File: src/rtl/result_scoreboard_if.sv
// Expected-word and DUT-word streams seen by the result scoreboard.
// Both streams transfer a word on a rising clock edge where valid && ready; data is held with valid until then.
interface result_scoreboard_if #(
  parameter int DATA_W = 32
);
  logic              exp_valid;
  logic              exp_ready;
  logic [DATA_W-1:0] exp_data;
  logic              act_valid;
  logic              act_ready;
  logic [DATA_W-1:0] act_data;

  modport master (
    output exp_valid, exp_data, act_valid, act_data,
    input  exp_ready, act_ready
  );

  modport slave (
    input  exp_valid, exp_data, act_valid, act_data,
    output exp_ready, act_ready
  );
endinterface

File: src/rtl/result_scoreboard.sv
// In-order hardware scoreboard: buffers expected words, compares them against DUT words,
// and counts passes and failures until num_tests comparisons have been made.
module result_scoreboard #(
  parameter int DATA_W    = 32,
  parameter int EXP_DEPTH = 16,
  parameter int CNT_W     = 32
) (
  input  logic              clk,
  input  logic              rst_n,
  input  logic              start,
  input  logic [CNT_W-1:0]  num_tests,
  result_scoreboard_if.slave sb,
  output logic [CNT_W-1:0]  pass_cnt,
  output logic [CNT_W-1:0]  fail_cnt,
  output logic              mismatch,
  output logic [CNT_W-1:0]  first_fail_idx,
  output logic              done,
  output logic [1:0]        fsm_state
);
  localparam int AW = $clog2(EXP_DEPTH);

  typedef enum logic [1:0] {
    IDLE = 2'd0,
    RUN  = 2'd1,
    DONE = 2'd2
  } state_t;

  state_t            state_q, state_d;
  logic [CNT_W-1:0]  num_tests_q;
  logic [DATA_W-1:0] mem [EXP_DEPTH];
  logic [AW-1:0]     wr_ptr, rd_ptr;
  logic [AW:0]       count;
  logic              full, empty, push, pop, match, last;
  logic [CNT_W-1:0]  total;

  assign full  = (count == (AW+1)'(EXP_DEPTH));
  assign empty = (count == '0);

  assign sb.exp_ready = (state_q == RUN) && !full;
  assign sb.act_ready = (state_q == RUN) && !empty;

  // A start pulse overrides any handshake presented in the same cycle.
  assign push  = sb.exp_valid && sb.exp_ready && !start;
  assign pop   = sb.act_valid && sb.act_ready && !start;
  assign match = (mem[rd_ptr] == sb.act_data);
  assign total = pass_cnt + fail_cnt;
  assign last  = ((total + CNT_W'(1)) == num_tests_q);

  assign done      = (state_q == DONE);
  assign fsm_state = state_q;

  always_comb begin
    state_d = state_q;
    case (state_q)
      IDLE: if (start) state_d = (num_tests == '0) ? DONE : RUN;
      RUN: begin
        if (start)            state_d = (num_tests == '0) ? DONE : RUN;
        else if (pop && last) state_d = DONE;
      end
      DONE: if (start) state_d = (num_tests == '0) ? DONE : RUN;
      default: state_d = IDLE;
    endcase
  end

  always_ff @(posedge clk or negedge rst_n) begin
    if (!rst_n) state_q <= IDLE;
    else        state_q <= state_d;
  end

  always_ff @(posedge clk) begin
    if (push) mem[wr_ptr] <= sb.exp_data;
  end

  always_ff @(posedge clk or negedge rst_n) begin
    if (!rst_n) begin
      wr_ptr <= '0;
      rd_ptr <= '0;
      count  <= '0;
    end else if (start) begin
      wr_ptr <= '0;
      rd_ptr <= '0;
      count  <= '0;
    end else begin
      if (push) wr_ptr <= wr_ptr + AW'(1);
      if (pop)  rd_ptr <= rd_ptr + AW'(1);
      if (push && !pop)      count <= count + (AW+1)'(1);
      else if (pop && !push) count <= count - (AW+1)'(1);
    end
  end

  always_ff @(posedge clk or negedge rst_n) begin
    if (!rst_n) begin
      num_tests_q    <= '0;
      pass_cnt       <= '0;
      fail_cnt       <= '0;
      mismatch       <= 1'b0;
      first_fail_idx <= '0;
    end else if (start) begin
      num_tests_q    <= num_tests;
      pass_cnt       <= '0;
      fail_cnt       <= '0;
      mismatch       <= 1'b0;
      first_fail_idx <= '0;
    end else begin
      mismatch <= pop && !match;
      if (pop) begin
        if (match) begin
          pass_cnt <= pass_cnt + CNT_W'(1);
        end else begin
          fail_cnt <= fail_cnt + CNT_W'(1);
          // Index is the pre-increment comparison count of the first failure.
          if (fail_cnt == '0) first_fail_idx <= total;
        end
      end
    end
  end
endmodule

File: src/flat_wrapper.sv
// flat-port wrapper written by rule: the top's interface ports become plain ports
module result_scoreboard_flat 
#(
  parameter int DATA_W    = 32,
  parameter int EXP_DEPTH = 16,
  parameter int CNT_W     = 32
)
  (clk, rst_n, start, num_tests, pass_cnt, fail_cnt, mismatch, first_fail_idx, done, fsm_state, sb_exp_valid, sb_exp_data, sb_act_valid, sb_act_data, sb_exp_ready, sb_act_ready);
  result_scoreboard_if #(.DATA_W(DATA_W)) sb_i ();
  input  logic clk;
  input  logic rst_n;
  input  logic start;
  input  logic [CNT_W-1:0] num_tests;
  output logic [CNT_W-1:0] pass_cnt;
  output logic [CNT_W-1:0] fail_cnt;
  output logic mismatch;
  output logic [CNT_W-1:0] first_fail_idx;
  output logic done;
  output logic [1:0] fsm_state;
  input wire logic [$bits(sb_i.exp_valid)-1:0] sb_exp_valid;
  input wire logic [$bits(sb_i.exp_data)-1:0] sb_exp_data;
  input wire logic [$bits(sb_i.act_valid)-1:0] sb_act_valid;
  input wire logic [$bits(sb_i.act_data)-1:0] sb_act_data;
  output wire logic [$bits(sb_i.exp_ready)-1:0] sb_exp_ready;
  output wire logic [$bits(sb_i.act_ready)-1:0] sb_act_ready;
  assign sb_i.exp_valid = sb_exp_valid;
  assign sb_i.exp_data = sb_exp_data;
  assign sb_i.act_valid = sb_act_valid;
  assign sb_i.act_data = sb_act_data;
  assign sb_exp_ready = sb_i.exp_ready;
  assign sb_act_ready = sb_i.act_ready;
  result_scoreboard #(.DATA_W(DATA_W), .EXP_DEPTH(EXP_DEPTH), .CNT_W(CNT_W)) u_core (.clk(clk), .rst_n(rst_n), .start(start), .num_tests(num_tests), .sb(sb_i), .pass_cnt(pass_cnt), .fail_cnt(fail_cnt), .mismatch(mismatch), .first_fail_idx(first_fail_idx), .done(done), .fsm_state(fsm_state));
endmodule
File: config.mk
export PLATFORM = sky130hd
export DESIGN_NAME = result_scoreboard_flat
export DESIGN_NICKNAME = d
export VERILOG_FILES = /design/src/rtl/result_scoreboard_if.sv /design/src/rtl/result_scoreboard.sv /design/src/flat_wrapper.sv
export SDC_FILE = /design/constraint.sdc
export NUM_CORES = 1
export LEC_CHECK = 0
export CAP_MARGIN = 25
export CORE_ASPECT_RATIO = 1.5
export CORE_MARGIN = 2
export CORE_UTILIZATION = 40
export CTS_CLUSTER_DIAMETER = 80
export DETAILED_ROUTE_END_ITERATION = 6
export SLEW_MARGIN = 20
export SYNTH_ARGS = -nofsm -noshare
export SYNTH_HDL_FRONTEND = slang
export SYNTH_SLANG_ARGS = --single-unit
File: constraint.sdc
create_clock -name clk -period 11.75 [get_ports clk]
set_input_delay 1.7625 -clock clk [delete_from_list [all_inputs] [get_ports clk]]
set_output_delay 1.7625 -clock clk [all_outputs]
set_load 0.02 [all_outputs]
==> implementation parameters, run 1 <==
Parameter                              Value

Run status
  Result of the run    complete, no violations

Floorplan
  DIE HEIGHT    339 um
  Site Rows    122
  Die area    76800 um^2
  Core Region    73900 um^2
  Die Span X    227 um
  I/O pins    203
  Starting density of the core    0.404

Global route
  Global-route wire length before repair    120 mm
  Via count of the first global-routing pass    18.6k
  Total congestion overflow after global routing    0
  Number of antenna violations at the first check in global routing    7
  Total track usage    0.213
  Maximum number of pins on one net before global-route repair    88

Placed design
  Final HPWL from detailed placement    51.3 mm
  Routability-driven placement congestion ratio    0.958
  Number of buffer cells added on primary ports    202
  Placed instance area    33000 um^2

Critical path
  Combined buffer and inverter count along the critical path    2
  Worst path cell trace    buf_4 -> buf_4 -> mux4_2 -> mux4_2 -> xnor2_1 -> nand4_1 -> nor4_2 -> nand3_1 -> nand2_1 -> nand2b_2 -> nor2_4 -> nand3_1 -> xor2_1 -> nor2_1
  Worst path required time    12.20 ns
  Arr. time, crit path    6.37 ns
  Delay of the slowest cell on the worst path    0.73 ns
  Largest driver fanout on the critical path    40
  Slowest library cell on the worst path    sky130_fd_sc_hd__dfrtp_4
  CP startpoint kind    flop
  Critical path capture point type    flop
  Category of the most critical setup path    flop to flop
  Top cell family by delay on the critical path    simple AND/OR/NAND/NOR gates

CTS
  Clock transition time at the flip-flop clock pins of the worst setup and hold paths    0.07 ns
  Htree depth    3
  CTS sink cnt    656
  Hold buffer count at cts    0
  Number of buffers inserted during clock tree synthesis    67
  Clock latency reported for the late side of the worst-skew pair    0.61 ns
  CTS Buffer Depth    3
  Post-cts gate resize count    0
  CTS Root Buffer Type    sky130_fd_sc_hd__clkbuf_16
  Clock tree from TritonCTS    built
  Count of buffers added by post-CTS timing repair for setup    0

Detailed routing
  Detailed-router iteration count before antenna repair    6
  Antenna-violating nets left    0
  Via count normalized by instance count    5.54
  Detailed-route DRC error count    0
  Detailed-route wire length per cell    25.6 um
  Total detailed-routing wirelength    80.5 mm
  Drt initial violations    1430
  Count of vias placed by the detailed router    17.5k

Yosys
  Synth Flop Type    sky130_fd_sc_hd__edfxtp_1
  Synth unique cells    90
  Fraction of the yosys area taken by sequential cells    0.636
  Mapped Area    29800 um^2
  Synthesis Warnings    0
  Syn Nets    2036
  Async set-reset flop share out of synthesis    0.220
  Yosys reg bits    656
  Post-synthesis average cell area    15.8 um^2
  Number of flops mapped to enable cells by yosys    512
  Gate count after technology mapping    1890

Layout
  Number of inserted filler cells in the final layout    6422
  Nets    2254
  Fraction of final layout cells sized beyond drive strength 1    0.180
  Layout-stage area growth over the synthesis result    17.8%
  Cell area after layout    35200 um^2

Timing
  Setup clock skew after layout    0.0127 ns
  Unrepaired setup endpoints after global routing    no
  Hold Fails Final Rpt    0
  Final slew viol count    0
  Max transition margin    0.302
  Share of the clock period used by the worst path after layout    0.503
  Slew of the pin with the lowest slew margin    1.04 ns
  Timing-limited maximum frequency    0.169 GHz
  Minimum period implied by the final worst setup slack    5.91 ns
  Final setup violation count    0
  Final TNS setup    0 ns

Hold path
  Worst min path class    flop to flop

Pwr
  Peak supply drop    0.151 mV
  Power per unit of standard cell area    150 nW/um^2
  Pleak    11.8 nW

Job
  Max_cap viols    0
## stage by stage
| step | power, mW | instances | hold slack [ns] | setup WS [ns] | utilization |
|---|---|---|---|---|---|
| finish | 5.29 | 3151 | 0.520 | 5.84 | 0.476 |
| global placement | 3.22 | 3030 | 0.501 | 5.72 | 0.446 |
| detailed placement | 3.23 | 3030 | 0.510 | 5.67 | 0.446 |
| CTS | 5.36 | 3149 | 0.523 | 5.63 | 0.476 |
| floorplan | 3.04 | 1890 | 0.501 | 5.51 | - |
| global route | 5.48 | 3150 | 0.539 | 5.26 | 0.476 |
## cells in the final DEF, fill, tap and decap left out, types with 5 or more instances in the layout
master                            instances
sky130_fd_sc_hd__and2_1                  17
sky130_fd_sc_hd__or3_1                   15
sky130_fd_sc_hd__mux2_2                  33
sky130_fd_sc_hd__nor2_4                   9
sky130_fd_sc_hd__o21bai_1                 5
sky130_fd_sc_hd__and2_2                   6
sky130_fd_sc_hd__dfrtp_1                140
sky130_fd_sc_hd__clkbuf_1                16
sky130_fd_sc_hd__o21ai_0                 33
sky130_fd_sc_hd__clkinv_1                 5
sky130_fd_sc_hd__o21a_1                   8
sky130_fd_sc_hd__ha_1                    43
sky130_fd_sc_hd__nand3_1                 45
sky130_fd_sc_hd__nand2b_1                 7
sky130_fd_sc_hd__edfxtp_1               512
sky130_fd_sc_hd__nor4_1                  15
sky130_fd_sc_hd__nor2_1                 166
sky130_fd_sc_hd__nor3_1                  25
sky130_fd_sc_hd__xor2_1                  69
sky130_fd_sc_hd__a21oi_1                 47
sky130_fd_sc_hd__o2111ai_1                5
sky130_fd_sc_hd__a211oi_1                 6
sky130_fd_sc_hd__inv_1                   24
sky130_fd_sc_hd__and3_1                  25
sky130_fd_sc_hd__bufinv_16                6
sky130_fd_sc_hd__nor4_2                   5
sky130_fd_sc_hd__mux2i_1                 45
sky130_fd_sc_hd__a31oi_1                  7
sky130_fd_sc_hd__clkbuf_16               68
sky130_fd_sc_hd__and4_1                   7
sky130_fd_sc_hd__mux4_2                 160
sky130_fd_sc_hd__clkdlybuf4s50_1        200
sky130_fd_sc_hd__clkinv_2                12
sky130_fd_sc_hd__nand2_1                 92
sky130_fd_sc_hd__a21o_1                  14
sky130_fd_sc_hd__nand4_1                 27
sky130_fd_sc_hd__xnor2_1                 88
sky130_fd_sc_hd__buf_4                   28
sky130_fd_sc_hd__o211ai_1                15
## path summary, 6_finish.rpt
kind / startpoint / endpoint / slack, ns / cells after the start
worst max-delay path: u_core.rd_ptr[0] / u_core.pass_cnt[20] / 5.84 / 14
worst min-delay path: u_core.first_fail_idx[24] / u_core.first_fail_idx[24] / 0.52 / 2
worst max register to register: u_core.rd_ptr[0] / u_core.pass_cnt[20] / 5.84 / 14
worst min register to register: u_core.first_fail_idx[24] / u_core.first_fail_idx[24] / 0.52 / 2
max in group asynchronous: rst_n / u_core.pass_cnt[25] / 9.20 / 2
min in group asynchronous: rst_n / u_core.num_tests_q[3] / 1.23 / 1
## power by group
group | switching (mW) | total (mW) | internal, mW
registers | 0.0405 | 2.58 | 2.54
logic | 0.280 | 0.586 | 0.306
clock network | 0.910 | 2.12 | 1.21
## tightest hold or removal path: stages, from the launching register on
cell	delay (ns)
sky130_fd_sc_hd__dfrtp_1	0.34
sky130_fd_sc_hd__mux2i_1	0.06
sky130_fd_sc_hd__nor2_1	0.07
## cells in the mapped netlist, types with 17 or more instances
| cell type | n | area share |
|---|---|---|
| sky130_fd_sc_hd__nand4_1 | 27 | 0.0057 |
| sky130_fd_sc_hd__nor2_1 | 174 | 0.022 |
| sky130_fd_sc_hd__mux2_2 | 33 | 0.012 |
| sky130_fd_sc_hd__nand3_1 | 45 | 0.0075 |
| sky130_fd_sc_hd__xnor2_1 | 88 | 0.026 |
| sky130_fd_sc_hd__buf_4 | 17 | 0.0043 |
| sky130_fd_sc_hd__buf_2 | 30 | 0.0050 |
| sky130_fd_sc_hd__xor2_1 | 69 | 0.020 |
| sky130_fd_sc_hd__mux4_2 | 160 | 0.12 |
| sky130_fd_sc_hd__and3_1 | 25 | 0.0052 |
| sky130_fd_sc_hd__a21oi_1 | 47 | 0.0079 |
| sky130_fd_sc_hd__dfrtp_1 | 144 | 0.12 |
| sky130_fd_sc_hd__nor3_1 | 25 | 0.0042 |
| sky130_fd_sc_hd__edfxtp_1 | 512 | 0.52 |
| sky130_fd_sc_hd__ha_1 | 43 | 0.018 |
| sky130_fd_sc_hd__nand2_1 | 92 | 0.012 |
| sky130_fd_sc_hd__and2_1 | 23 | 0.0048 |
| sky130_fd_sc_hd__clkbuf_1 | 30 | 0.0038 |
| sky130_fd_sc_hd__mux2i_1 | 45 | 0.015 |
| sky130_fd_sc_hd__nor4_1 | 17 | 0.0036 |
| sky130_fd_sc_hd__o21ai_0 | 33 | 0.0055 |
| sky130_fd_sc_hd__inv_1 | 24 | 0.0030 |
## registers in the layout, summed over array words and instances (netlist names)
signal and count:
u_core.mem 512, u_core.fail_cnt 32, u_core.first_fail_idx 32, u_core.num_tests_q 32, u_core.pass_cnt 32, u_core.count 5, u_core.rd_ptr 4, u_core.wr_ptr 4
u_core.fsm_state 2, u_core.mismatch 1
## logic make-up after synthesis
| logic type | synth area share |
|---|---|
| fa+ha+maj | 0.0194 |
| flops | 0.636 |
| simple gates | 0.0871 |
| xor+xnor | 0.0461 |
| buf+inv | 0.0171 |
| compound gates | 0.0460 |
| mux | 0.148 |
## layout make-up
class / instances / area [um^2] / share of cell area
timing repair buffer: 230 / 2230 / 0.0635
clock buffer: 84 / 1760 / 0.0501
antenna: 1 / 2.50 / 0.0000712
sequential: 656 / 19000 / 0.540
inverter: 24 / 90.1 / 0.00256
multi-input combinational: 1129 / 10400 / 0.297
tap: 992 / 1240 / 0.0353
clock inverter: 35 / 399 / 0.0114
## routing by layer
layer  vias to the layer above  track usage  share of wire
met5                         -            0        0.00068
met4                         8       0.0931          0.040
met3                       137       0.0382          0.051
met2                       497        0.383           0.53
met1                      9024        0.244           0.38
li1                       7801            -              -
Power figures use the tool's default switching activity.
==> run 2, diff against run 1 <==
==> constraint.sdc (replaced) <==
create_clock -name clk -period 4.8 [get_ports clk]
set_input_delay 0.72 -clock clk [delete_from_list [all_inputs] [get_ports clk]]
set_output_delay 0.72 -clock clk [all_outputs]
set_load 0.02 [all_outputs]
==> run 2 against run 1 <==
Compared with the run above: clock power grew to 2.5 times the previous value; total power is 150% higher; highest routed layer unchanged; via count is 2.2% higher; worst setup slack worse by 5.6 ns; core utilization is 1.0 points higher; sequential cell count stayed put; maximum frequency is 29% higher.
==> implementation parameters, run 2 (synthesis results as in run 1) <==
Parameter                              Value

Run status
  Result of the run    complete, no violations

Job
  Max_cap viols    0 (unchanged)

Detailed routing
  Antenna-violating nets left    0 (unchanged)
  Detailed-route DRC error count    0 (unchanged)
  Total detailed-routing wirelength    81.8 mm (+1.5%)
  Drt initial violations    1395 (-2.4%)
  Via count normalized by instance count    5.57 (+0.45%)
  Detailed-route wire length per cell    25.5 um (-0.16%)
  Detailed-router iteration count before antenna repair    5 (-1)
  Count of vias placed by the detailed router    17.8k (+2.2%)

CTS
  CTS Buffer Depth    3 (unchanged)
  Clock tree from TritonCTS    built
  CTS Root Buffer Type    sky130_fd_sc_hd__clkbuf_16
  Hold buffer count at cts    0 (unchanged)
  Htree depth    3 (unchanged)
  Number of buffers inserted during clock tree synthesis    66 (-1.5%)
  Clock transition time at the flip-flop clock pins of the worst setup and hold paths    0.07 ns (about the same)
  Clock latency reported for the late side of the worst-skew pair    0.61 ns (about the same)
  Count of buffers added by post-CTS timing repair for setup    0 (unchanged)
  CTS sink cnt    656 (unchanged)

Pwr
  Overall power after layout    13.2 mW (+150%)
  Peak supply drop    0.366 mV (+140%)
  Pleak    12.2 nW (+3.3%)
  Power per unit of standard cell area    367 nW/um^2 (+140%)

Timing
  Unrepaired setup endpoints after global routing    no
  Slew of the pin with the lowest slew margin    1.15 ns (+0.115 ns)
  Share of the clock period used by the worst path after layout    0.954 (+0.450)
  PnR worst setup slack    0.223 ns (-5.61 ns)
  Max transition margin    0.224 (-0.0782)
  Timing-limited maximum frequency    0.218 GHz (+29%)
  Hold Fails Final Rpt    0 (unchanged)
  Minimum period implied by the final worst setup slack    4.58 ns (-1.34 ns)
  Final slew viol count    0 (unchanged)
  Final setup violation count    0 (unchanged)
  Smallest hold slack    0.0996 ns (-0.420 ns)
  Setup clock skew after layout    0.0211 ns (+0.00847 ns)
  Final TNS setup    0 ns (unchanged)

Critical path
  Worst r2r dst    u_core.fsm_state[0]
  Reg-to-reg setup timing slack    0.22 ns (-5.61 ns)
  Largest driver fanout on the critical path    9 (-78%)
  Critical path capture point type    flop
  Worst Setup EP    u_core.fsm_state[0]
  Delay of the slowest cell on the worst path    0.54 ns (-0.19 ns)
  Slowest library cell on the worst path    sky130_fd_sc_hd__ha_1
  WP depth    15 (+1)
  Start point of the critical path    u_core.pass_cnt[10]
  Reg2reg path depth    15 (+1)
  Top cell family by delay on the critical path    simple AND/OR/NAND/NOR gates
  Launching point of the worst reg2reg path    u_core.pass_cnt[10]
  CP startpoint kind    flop
  Arr. time, crit path    5.05 ns (-1.32 ns)
  Combined buffer and inverter count along the critical path    1 (-1)
  Worst path required time    5.27 ns (-6.93 ns)
  Worst path cell trace    ha_1 -> nand4_2 -> o22ai_1 -> o21ai_0 -> nand2_1 -> xor2_1 -> and4_4 -> nand2_2 -> nor4_4 -> mux2_2 -> mux2i_1 -> mux2i_1 -> a2111oi_2 -> buf_4 -> o31ai_1
  Category of the most critical setup path    flop to flop
  Most repeated library cell on the critical path    sky130_fd_sc_hd__mux2i_1

Global route
  Number of antenna violations at the first check in global routing    2 (-5)
  Maximum number of pins on one net before global-route repair    75 (-15%)
  Total congestion overflow after global routing    0 (unchanged)
  Via count of the first global-routing pass    18.8k (+0.96%)
  Global-route wire length before repair    120 mm (about the same)
  Total track usage    0.214 (+0.00108)

Layout
  Nets    2312 (+2.6%)
  Number of inserted filler cells in the final layout    6355 (-1.0%)
  Most common cell after layout, fill and taps aside    sky130_fd_sc_hd__edfxtp_1
  Register with the most flip-flops    u_core.mem
  Number of antenna repair diodes    0 (-1)
  Fraction of final layout cells sized beyond drive strength 1    0.202 (+0.0213)
  Commonest cells after routing, fill and taps aside    sky130_fd_sc_hd__edfxtp_1, sky130_fd_sc_hd__clkdlybuf4s50_1, sky130_fd_sc_hd__nor2_1
  Largest register FFs    512 (unchanged)
  Layout-stage area growth over the synthesis result    20.3%
  Non-filler cells in the finished layout    3205 (+1.7%)

Floorplan
  Starting density of the core    0.404 (unchanged)
  I/O pins    203 (unchanged)
  Site Rows    122 (unchanged)
  DIE HEIGHT    339 um (unchanged)
  Core Region    73900 um^2 (unchanged)
  Die area    76800 um^2 (unchanged)
  Die Span X    227 um (unchanged)

Placed design
  Number of buffer cells added on primary ports    202 (unchanged)
  Final HPWL from detailed placement    53.6 mm (+4.6%)
  Routability-driven placement congestion ratio    0.909 (-5.1%)
  Dpl cells    3090 (+2.0%)
  Pre-CTS setup slack    0.102 ns (-5.57 ns)

Hold path
  Worst min path class    primary input to async pin
run 2: cell count changes in the layout (fill, tap and decap cells not counted), moves of 2 or more:
cell / change
sky130_fd_sc_hd__bufinv_16: +4
sky130_fd_sc_hd__clkinv_2: -4
sky130_fd_sc_hd__nor4_1: +2
sky130_fd_sc_hd__clkbuf_1: -6
sky130_fd_sc_hd__buf_12: +19
sky130_fd_sc_hd__nor4_2: -2
sky130_fd_sc_hd__inv_6: -2
sky130_fd_sc_hd__clkinv_1: +3
sky130_fd_sc_hd__buf_4: +41
run 2: layout make-up:
class                           count  area (um^2)  share of cell area
Clock inverter                     37          495              0.0138
Timing Repair Buffer              289         2910              0.0811
Tap cell                          992         1240              0.0346
Sequential cell                   656        19000               0.529
Clock buffer                       78         1740              0.0484
Multi-Input combinational cell   1129        10400               0.291
Inverter                           24         90.1             0.00251
run 2: what timing repair did:
action / CTS / global route
gates resized for setup: 0 / 1
endpoints found under the setup margin: 0 / 2
hold endpoints to repair: 0 / 0
run 2: routing by layer:
metal	global-route usage	up-vias	wire, um
met2	0.393	539	44100
met4	0.0929	4	3480
met3	0.0355	162	4120
met1	0.240	9223	30000
met5	0	-	30
li1	-	7919	-
run 2: through the flow:
step                      utilization  instance area, um^2
final                           0.486                35900
after global routing            0.486                35900
after CTS                       0.486                35900
after detailed placement        0.456                33700
after global placement          0.456                33700
after floorplan                     -                29800
run 2: how the worst min path moves through the flow:
stage                              startpoint                        end  slack [ns]  cells past startpoint
CTS                                     rst_n         u_core.fail_cnt[3]        0.09                      1
detailed placement  u_core.first_fail_idx[28]  u_core.first_fail_idx[28]        0.51                      2
floorplan                               rst_n            u_core.count[0]        0.42                      0
finish                                  rst_n         u_core.fail_cnt[3]         0.1                      1
global placement    u_core.first_fail_idx[21]  u_core.first_fail_idx[21]        0.51                      2
global route                            rst_n         u_core.fail_cnt[3]        0.12                      1
run 2: report_power, final:
group          switching [mW]  internal (mW)
Combinational           0.723          0.822
Clock                    2.20           3.15
Sequential             0.0714           6.21
Total                    2.99           10.2
